<file path="src/rtl/priority_encoder_16to4.sv">
// Sticky 16-bit request collector with a strict MSB-first grant and a valid/ready output.
// Latency: 2 edges from req_in to out_valid; out_code is held frozen until accepted, and one grant is issued per 2 cycles at most.
module priority_encoder_16to4 (
    input  logic        clk,
    input  logic        rst_n,
    input  logic [15:0] req_in,
    input  logic        out_ready,
    output logic        out_valid,
    output logic [3:0]  out_code,
    output logic [15:0] pending,
    output logic        dropped
);

    typedef enum logic {
        IDLE = 1'b0,
        HOLD = 1'b1
    } state_t;

    state_t      r_state;
    logic        r_valid;
    logic [3:0]  r_code;
    logic [15:0] r_pending;
    logic        r_dropped;

    logic [15:0] w_clr;
    logic [15:0] w_pending_nxt;
    logic [15:0] w_hit;
    logic [3:0]  w_top;

    always_comb begin
        w_top = 4'h0;
        for (int i = 0; i < 16; i++) begin
            if (r_pending[i]) w_top = 4'(i);
        end
    end

    // The clear is applied before the OR so a request on the handshake edge re-arms its bit.
    assign w_clr         = (r_state == HOLD && out_ready) ? (16'h0001 << r_code) : 16'h0000;
    assign w_pending_nxt = (r_pending & ~w_clr) | req_in;
    assign w_hit         = req_in & r_pending & ~w_clr;

    always_ff @(posedge clk or negedge rst_n) begin
        if (!rst_n) begin
            r_state   <= IDLE;
            r_valid   <= 1'b0;
            r_code    <= 4'h0;
            r_pending <= 16'h0000;
            r_dropped <= 1'b0;
        end else begin
            r_pending <= w_pending_nxt;
            if (|w_hit) r_dropped <= 1'b1;
            case (r_state)
                IDLE: begin
                    if (|r_pending) begin
                        r_code  <= w_top;
                        r_valid <= 1'b1;
                        r_state <= HOLD;
                    end
                end
                HOLD: begin
                    if (out_ready) begin
                        r_valid <= 1'b0;
                        r_state <= IDLE;
                    end
                end
                default: begin
                    r_valid <= 1'b0;
                    r_state <= IDLE;
                end
            endcase
        end
    end

    assign out_valid = r_valid;
    assign out_code  = r_code;
    assign pending   = r_pending;
    assign dropped   = r_dropped;

endmodule

</file>
<file path="config.mk">
export PLATFORM = sky130hd
export DESIGN_NAME = priority_encoder_16to4
export DESIGN_NICKNAME = d
export VERILOG_FILES = /design/src/rtl/priority_encoder_16to4.sv
export SDC_FILE = /design/constraint.sdc
export NUM_CORES = 1
export LEC_CHECK = 0
export ABC_AREA = 1
export BUFFER_PORTS_ARGS = -buffer_cell sky130_fd_sc_hd__buf_2
export CORE_UTILIZATION = 49
export CTS_CLUSTER_DIAMETER = 50
export DETAILED_ROUTE_END_ITERATION = 10
export GPL_TIMING_DRIVEN = 0
export MAX_ROUTING_LAYER = met4
export PLACE_DENSITY_LB_ADDON = 0.25
export SLEW_MARGIN = 20
export SYNTH_ARGS = -nofsm -noshare
export SYNTH_HDL_FRONTEND = slang
export SYNTH_SLANG_ARGS = --single-unit
</file>
<file path="constraint.sdc">
create_clock -name clk -period 3.77 [get_ports clk]
set_clock_uncertainty 0.2 [all_clocks]
set_input_delay 0.1885 -clock clk [delete_from_list [all_inputs] [get_ports clk]]
set_output_delay 0.1885 -clock clk [all_outputs]
set_load 0.01 [all_outputs]
</file>
==> impl_results.md <==
* Ys Warns at 0
* Syn_nets at 172
* Post-route setup slack at between 2000 and 2500 ps
* Vias per inst at around 5.1
* RSZ-0062 raised after global routing: false
* Arr. time, crit path at 1780 ps
* Switching part of the total at about two fifths
* Setup TNS at 0 ps
* Crit. End Element: flip-flop
* Int Power at about 0.00042 W
* Pwr Density at about 420 mW/mm^2
* Vias in the first global route at around 1.1k
* Comb power frac at 36.7%
* Initial core utilization at a little over half
* Critical path startpoint category: flip-flop
* Initial antenna violation count at 0
* Die area at about 0.0027 mm^2
* Crit path required time at ~3800 ps
* CP Class: flip-flop to flip-flop
* Drt first pass iters at 5
* Reg-to-Reg End: dropped$_DFFE_PN0P_
* Vias at 1,244
* DRC viols at 0
* Total Power at about 0.0007 W
* Clock Latency Late Sink at around 320 ps
* Root Buffer: clkbuf_4
* CP peak stage delay at roughly 400 ps
* Global-route wire length before repair at between 5000 and 6000 um
* Peak supply drop at 0.301 mV
* Fin cells at 243
* CTS clk-pin slew, worst paths at about 140 ps
* Io pins at 41
* Final period utilization at between 40% and 50%
* Synthesized instance count at ~150
* Cts repair resizes at 0
* Status: finished clean
* GRT Resource Usage Total at 26.5%
* Diodes inserted at 0
* Port Buffer Count at 40
* Post-CTS Hold Buffers at 18
* CTS H-tree lvls at 1
* Largest net degree at the start of global routing at 24
* Fin. max-slew vios at 0
* CP startpoint: out_code[2]$_DFFE_PN0P_
* Core ar. at ~0.0023 mm^2
* Most frequent CP cell: nand3_1
* Static leakage at 0.780 nW
* Reg2Reg Setup Slack at between 2000 and 2500 ps
* Setup WS pre-CTS at approximately 2100 ps
* Sequential element share of the synthesized area at between 40% and 50%
* Vert. Die Dim at between 50 and 60 um
* Final nets at 235
* Crit Path Max Fanout at 9
* Register share of total power at about 46%
* Clock tree buffer depth at 2
* Syn_area_per_cell at ~8 um^2
* CTS sink cnt at 23
* Max frequency at between 500 and 600 MHz
* Synth cell types at 24
* CTS tree: built
* CTS Buf Count at 3
* Final global-route overflow total at 0
* CP cell instances: buf_2 -> nor3_1 -> nand2_1 -> nand3_1 -> nand4_1 -> nor3_2 -> nand3_1
* Max-Cap Viols at 0
* Buffers inserted by post-CTS timing repair at 0
* DRT Wirelength at roughly 3100 um
* Sw Pwr at between 0.0002 and 0.0003 W
* Slew HR at 65.3%
* Reg2reg start: out_code[2]$_DFFE_PN0P_
* Layout area overhead at 36.3%
* Final HPWL DP at approximately 2300 um
* Hold Path Class: input port to async pin
* Mapped cell area at 0.00123 mm^2
* Final setup viols at 0
* Final hold vios at 0
* Antenna Nets Post-Route at 0
* Final Util at ~73%
* Synth Register Bits at 23
* Worst slew pin tran at roughly 520 ps
* Clock power frac at about 17%
* Final Critical Period at 1760 ps
* Share of layout cells above drive strength 1 at approximately 28%
* R2R cell count at 7
* Detailed router's first-iteration violation count at 51
* Final GP Congestion at around 0.87
* Worst path slowest cell: dfrtp_1
* Row cnt at 17
* Die width at approximately 52 um
* Routed length per instance at ~13 um
* Placed Cells at roughly 220
worst max path at each step:
stage | to | slack, ps | cells after the start
after floorplan | dropped$_DFFE_PN0P_ | 2220 | 7
after detailed placement | dropped$_DFFE_PN0P_ | 2050 | 7
after CTS | dropped$_DFFE_PN0P_ | 2020 | 7
final | dropped$_DFFE_PN0P_ | 2010 | 7
after global routing | dropped$_DFFE_PN0P_ | 1880 | 7
after global placement | dropped$_DFFE_PN0P_ | 2070 | 7
synthesized netlist by cell type:
library cell	n	area (um^2)
o21ai_1	2	10.0
a31oi_1	3	18.8
o21ai_0	2	10.0
buf_2	1	5.00
or2_1	4	25.0
and3_1	1	6.26
nand2_2	1	6.26
o21ai_2	1	8.76
or2_2	1	6.26
nor4_2	1	12.5
inv_2	4	15.0
a21oi_1	6	30.0
nor3_1	1	5.00
a21o_2	1	8.76
nor2_1	8	30.0
inv_1	18	67.6
nor2_4	2	22.5
nand2_1	41	154
nor3_2	4	40.0
a21o_1	9	67.6
nand3_1	16	80.1
nand4_1	2	12.5
dfrtp_1	23	576
o2111a_1	1	11.3
registers in the layout, summed over array words and instances (netlist names):
| register | flops |
|---|---|
| dropped | 1 |
| out_code | 4 |
| out_valid | 1 |
| pending | 16 |
| r_state | 1 |
metrics by stage:
step / cell area [um^2] / hold WS [ps]
2_1_floorplan: 1230 / -307
6_report: 1670 / 150
5_1_grt: 1670 / 186
3_5_place_dp: 1460 / -10.8
3_3_place_gp: 1460 / -21.2
4_1_cts: 1670 / 172
worst max-delay path, delay by kind of cell (launching register included):
| kind | cells | cell delay (ps) |
|---|---|---|
| buf+inv | 1 | 190 |
| flops | 1 | 400 |
| simple gates | 6 | 870 |
cell usage in the layout (no fill, tap or decap):
master          n
buf_2          41
nand2_1        41
dfrtp_1        23
inv_1          18
dlygate4sd3_1  18
nand3_1        16
a21o_1          9
nor2_1          8
a21oi_1         6
inv_2           4
or2_1           4
nor3_2          4
a31oi_1         3
clkbuf_4        3
nor2_4          2
o21ai_1         2
o21ai_0         2
nand4_1         2
nand2_2         1
a21o_2          1
nor3_1          1
and3_1          1
or2_2           1
nor4_2          1
o21ai_2         1
o2111a_1        1
clkinvlp_4      1
cells by family (layout without fill, tap and decap cells):
kind of cell    Yosys count  count (layout)  synth area share, %
simple gates             82              82                 32.6
compound gates           25              25                 13.4
flops                    23              23                 46.8
buf+inv                  23              85                 7.13
cell type report:
cell class / instances / area (um^2)
fill: 183 / 623
sequential: 23 / 576
multi-input combinational: 107 / 566
timing repair buffer: 58 / 380
inverter: 22 / 82.6
tap: 28 / 35.0
clock buffer: 3 / 22.5
clock inverter: 1 / 7.51
buffer: 1 / 5.00
routing by layer:
| metal | vias up | share of wire, % | GRT usage, % |
|---|---|---|---|
| met5 | - | 0 | - |
| met3 | 8 | 5.2 | 3.80 |
| li1 | 624 | - | - |
| met2 | 53 | 49 | 41.5 |
| met4 | 0 | 1.7 | 10.4 |
| met1 | 559 | 44 | 34.6 |
power by group through the flow:
stage | Clock (W) | Sequential (W) | Combinational [W]
CTS | 0.000121 | 0.000323 | 0.000256
detailed placement | 0 | 0.000329 | 0.000240
global placement | 0 | 0.000325 | 0.000231
floorplan | 0 | 0.000337 | 0.000145
global route | 0.000135 | 0.000330 | 0.000288
finish | 0.000122 | 0.000323 | 0.000258
(Power assumes the default switching activity.)
